$ cat src/rtl/mem_arbiter.sv
// Arbitrates instruction-fetch and data requests onto one downstream memory port.
// Latency: grant in IDLE, request visible next cycle; backpressure by holding mem_* until mem_ready.
module mem_arbiter #(
  parameter int FIXED_PRIO = 0
) (
  input  logic        clk,
  input  logic        reset,
  input  logic        ireq_valid,
  input  logic [63:0] ireq_addr,
  output logic        iresp_ready,
  output logic [31:0] iresp_data,
  input  logic        dreq_valid,
  input  logic [63:0] dreq_addr,
  input  logic [2:0]  dreq_size,
  input  logic [7:0]  dreq_strobe,
  input  logic [63:0] dreq_data,
  output logic        dresp_ready,
  output logic [63:0] dresp_data,
  output logic        mem_valid,
  output logic [63:0] mem_addr,
  output logic [2:0]  mem_size,
  output logic [7:0]  mem_strobe,
  output logic [63:0] mem_wdata,
  input  logic        mem_ready,
  input  logic [63:0] mem_rdata
);

  typedef enum logic {IDLE, BUSY} state_t;
  localparam logic OWN_I = 1'b0;
  localparam logic OWN_D = 1'b1;

  state_t      state, state_nxt;
  logic        owner, owner_nxt;
  logic        last_grant, last_grant_nxt;
  logic [63:0] addr_q, addr_nxt;
  logic [2:0]  size_q, size_nxt;
  logic [7:0]  strobe_q, strobe_nxt;
  logic [63:0] wdata_q, wdata_nxt;
  logic        grant_d;
  logic        busy;

  always_ff @(posedge clk or negedge reset) begin
    if (!reset) begin
      state      <= IDLE;
      owner      <= OWN_I;
      last_grant <= OWN_I;
      addr_q     <= '0;
      size_q     <= '0;
      strobe_q   <= '0;
      wdata_q    <= '0;
    end else begin
      state      <= state_nxt;
      owner      <= owner_nxt;
      last_grant <= last_grant_nxt;
      addr_q     <= addr_nxt;
      size_q     <= size_nxt;
      strobe_q   <= strobe_nxt;
      wdata_q    <= wdata_nxt;
    end
  end

  // dbus wins a tie when fixed priority is on, or when ibus had the previous grant
  always_comb begin
    grant_d = dreq_valid && (!ireq_valid || (FIXED_PRIO != 0) || (last_grant == OWN_I));
  end

  always_comb begin
    state_nxt      = state;
    owner_nxt      = owner;
    last_grant_nxt = last_grant;
    addr_nxt       = addr_q;
    size_nxt       = size_q;
    strobe_nxt     = strobe_q;
    wdata_nxt      = wdata_q;
    case (state)
      IDLE: begin
        if (grant_d) begin
          state_nxt      = BUSY;
          owner_nxt      = OWN_D;
          last_grant_nxt = OWN_D;
          addr_nxt       = dreq_addr;
          size_nxt       = dreq_size;
          strobe_nxt     = dreq_strobe;
          wdata_nxt      = dreq_data;
        end else if (ireq_valid) begin
          state_nxt      = BUSY;
          owner_nxt      = OWN_I;
          last_grant_nxt = OWN_I;
          addr_nxt       = ireq_addr;
          size_nxt       = 3'b010;
          strobe_nxt     = 8'h00;
          wdata_nxt      = 64'h0;
        end
      end
      BUSY: begin
        if (mem_ready) state_nxt = IDLE;
      end
      default: state_nxt = IDLE;
    endcase
  end

  assign busy        = (state == BUSY);
  assign mem_valid   = busy;
  assign mem_addr    = addr_q;
  assign mem_size    = size_q;
  assign mem_strobe  = strobe_q;
  assign mem_wdata   = wdata_q;
  assign iresp_ready = busy && mem_ready && (owner == OWN_I);
  assign dresp_ready = busy && mem_ready && (owner == OWN_D);
  // Read data is forced to zero outside BUSY so nothing leaks while idle or in reset
  assign dresp_data  = busy ? mem_rdata : 64'h0;
  assign iresp_data  = !busy ? 32'h0 : (addr_q[2] ? mem_rdata[63:32] : mem_rdata[31:0]);

endmodule

$ cat config.mk
export PLATFORM = sky130hd
export DESIGN_NAME = mem_arbiter
export DESIGN_NICKNAME = d
export VERILOG_FILES = /design/src/rtl/mem_arbiter.sv
export SDC_FILE = /design/constraint.sdc
export NUM_CORES = 1
export LEC_CHECK = 0
export CAP_MARGIN = 5
export CORE_AREA = 5 5 197 199
export CTS_CLUSTER_DIAMETER = 60
export CTS_CLUSTER_SIZE = 10
export DETAILED_ROUTE_END_ITERATION = 12
export DIE_AREA = 0 0 202 204
export SYNTH_ARGS = -nofsm -noshare
export SYNTH_HDL_FRONTEND = slang
export SYNTH_SLANG_ARGS = --single-unit
$ cat constraint.sdc
create_clock -name clk -period 1.25 [get_ports clk]
set_input_delay 0.25 -clock clk [delete_from_list [all_inputs] [get_ports clk]]
set_output_delay 0.25 -clock clk [all_outputs]
set_load 0.1 [all_outputs]
==> impl_metrics.env <==
export IMPL_status="complete, but fails checks"
export IMPL_violations="negative setup slack"
export IMPL_crit_path_max_fanout=10
export IMPL_synth_seq_cells=141
export IMPL_ant_nets=0
export IMPL_cts_buffer_depth=2
export IMPL_synth_area_per_cell_um2=9.92
export IMPL_antenna_found_initial=6
export IMPL_yosysTopAreaCellShare=0.531
export IMPL_syn_nets=941
export IMPL_grt_pass1_vias=8943
export IMPL_critical_path_class="reg2out"
export IMPL_ios=510
export IMPL_track_usage=0.190
export IMPL_finClkSkew_ns=0.00910
export IMPL_place_hpwl_um=28800
export IMPL_dpl_cell_area_um2=15800
export IMPL_drt_iter0_drc=230
export IMPL_vdd_ir_drop_max_mv=1.26
export IMPL_overflow=0
export IMPL_setup_viol=379
export IMPL_clk_latency_ns=0.44
export IMPL_crit_top_cell="buf_12"
export IMPL_via_per_inst=4.41
export IMPL_worstHoldPathType="in2async"
export IMPL_finalHoldViolCount=0
export IMPL_areaGrowthSynthToFinish_pct=192
export IMPL_synth_area_um2=6640
export IMPL_wl_per_cell_um=22.9
export IMPL_dieArea_um2=41200
export IMPL_rows=71
export IMPL_hold_ws_ns=0.297
export IMPL_critPathRequiredTime_ns=1.00
export IMPL_timing_final_ws_setup_ns=-0.725
export IMPL_start_kind="flop"
export IMPL_power_density_nw_per_um2=1810
export IMPL_cts_sinks=141
export IMPL_vias=8157
export IMPL_drt_total_wl_um=42400
export IMPL_die_x_um=202
export IMPL_yosysWarnings=0
export IMPL_core_region_area_um2=37000
export IMPL_dieHeight_um=204
export IMPL_yosys_top_cells_area="dfrtp_1 53%, a22o_1 9.8%, a21oi_1 9.6%"
export IMPL_cts_tree="built"
export IMPL_period_needed_ns=1.98
export IMPL_netlist_instances=669
export IMPL_slowest_stage="dfrtp_4"
export IMPL_fmax_ghz=0.506
export IMPL_grt_max_degree=37
export IMPL_drtPass1Iterations=4
export IMPL_final_max_slew_violation_count=0
export IMPL_rsz0062_at_grt="yes"
export IMPL_synth_seq_area_share=0.531
export IMPL_fill_cells=3043
export IMPL_grt_first_pass_wirelength_um=58300
export IMPL_root_buffer="clkbuf_16"
export IMPL_end_kind="primary output"
export IMPL_tightest_slew_ns=0.480
export IMPL_synth_cell_type_count=21
export IMPL_drive_gt1_frac=0.560
export IMPL_critical_path_cell_chain="buf_12, mux2i_1, buf_4, nor2b_4, buf_12"
export IMPL_final_cell_area_um2=19400
export IMPL_clkTransAtPathRegs_ns=0.07
export IMPL_synth_top_cell_by_area="dfrtp_1"
export IMPL_place_congestion=0.892
export IMPL_numPortBuffers=509
export IMPL_critPathMaxStageDelay_ns=0.53
export IMPL_drv_cap=0
export IMPL_final_util=0.523
export IMPL_relSlewSlack=0.680
export IMPL_fin_crit_sh=1.58
export IMPL_nNetsFinal=1633
export IMPL_arrival_ns=1.73
export IMPL_p_leak_nw=8.41
export IMPL_numCtsBuffers=17
export IMPL_htreeDepth=4
export IMPL_drc=0
export IMPL_initial_utilization=0.179
cells by family after synthesis:
logic type | after synthesis | share of synthesized area
AOI/OAI and AO/OA | 209 | 0.204
muxes | 32 | 0.0482
and+or+nand+nor | 228 | 0.166
DFF | 141 | 0.531
buffers and inverters | 59 | 0.0505
cell usage after synthesis:
cell	n
dfrtp_1	141
a21oi_1	128
a22o_1	74
nand2_1	65
nor2_1	65
and2_1	64
mux2i_1	32
nor2b_1	32
buf_2	31
clkbuf_1	14
buf_4	8
buf_6	6
a21bo_2	1
a21boi_1	1
a21o_1	1
and3_1	1
nor2_2	1
o21ba_2	1
o21bai_2	1
o31a_1	1
o32a_1	1
through the flow:
| step | setup TNS (ns) | power [mW] | instances | worst slack (ns) |
|---|---|---|---|---|
| 4_1_cts | -141.90 | 34.7 | 1832 | -0.756 |
| 6_report | -134.37 | 35.1 | 1850 | -0.725 |
| 5_1_grt | -152.35 | 36.2 | 1850 | -0.772 |
| 3_3_place_gp | -83.20 | 27.0 | 1671 | -0.556 |
| 2_1_floorplan | -66.69 | 18.5 | 669 | -0.600 |
| 3_5_place_dp | -89.16 | 27.1 | 1671 | -0.652 |
placed cells by master, fill, tap and decap left out:
cell type          n
a21oi_1           26
o21ba_4            1
clkbuf_8           1
a21oi_4           37
nor2b_4           32
a21boi_4           1
and3_4             1
mux2i_2           18
bufinv_16          1
dlygate4sd3_1      1
and2_4            64
clkinv_4           3
buf_6             29
clkinv_2           1
inv_8              4
o31a_1             1
dfrtp_1          122
dfrtp_4            2
o21bai_4           1
inv_6              4
a22o_1            74
clkdlybuf4s50_1  270
clkbuf_16         29
buf_16            18
a21oi_2           65
mux2i_1           14
clkinvlp_4         1
nand2_4            1
o32a_1             1
buf_8             13
nor2_1            31
a21o_1             1
nand2_1           64
a21bo_4            1
buf_12           283
dfrtp_2           17
nor2_2            14
nor2_4            21
diode_2            2
buf_4            106
metal layers:
metal	wire length (µm)	GRT usage	up-vias
li1	-	-	3705
met1	14700	0.194	4015
met2	23000	0.353	384
met3	3760	0.0814	47
met4	942	0.0525	6
met5	39	0	-
cell type report:
| type | count | area [µm²] | area share |
|---|---|---|---|
| clock inverters | 14 | 149 | 0.00769 |
| repair buffers | 732 | 10500 | 0.542 |
| clock buffers | 18 | 439 | 0.0227 |
| diodes | 2 | 5.00 | 0.000258 |
| multi-input cells | 469 | 4140 | 0.214 |
| flip-flops and latches | 141 | 3560 | 0.184 |
| well taps | 474 | 593 | 0.0306 |
power breakdown:
group | total (mW) | internal, mW | switching, mW
clock | 5.24 | 2.88 | 2.36
combinational | 23.1 | 9.39 | 13.7
sequential | 6.74 | 5.55 | 1.19
final timing paths:
path                               start       endpoint  depth (start not counted)  slack [ns]
min reg2reg                 mem_addr[25]   mem_addr[25]                          2        0.57
min in group clk           ireq_addr[50]   mem_addr[50]                          3        0.34
max reg2reg                    mem_valid  mem_wdata[52]                          7       -0.59
max in group asynchronous          reset  mem_wdata[37]                          3        0.44
max                          mem_addr[2]  iresp_data[5]                          5       -0.73
min                                reset  mem_wdata[29]                          2        0.30
flip-flops by register name, indices dropped and copies added, names as in the netlist:
name	count
mem_wdata	64
mem_size	3
mem_addr	64
last_grant	1
mem_strobe	8
mem_valid	1
critical path, delay by kind of cell (launching register included):
| kind | cells | cell delay (ns) |
|---|---|---|
| buf+inv | 3 | 0.50 |
| flops | 1 | 0.53 |
| mux | 1 | 0.13 |
| simple gates | 1 | 0.12 |
timing repair:
item | CTS | global route
cloned | 33 | 13
setup endpoints to repair | 377 | 379
hold endpoints to repair | 22 | 0
resized for setup | 183 | 133
hold buffers | 1 | 0
pin swaps | 37 | 93
setup buffers | 95 | 25
(Power assumes the default switching activity.)
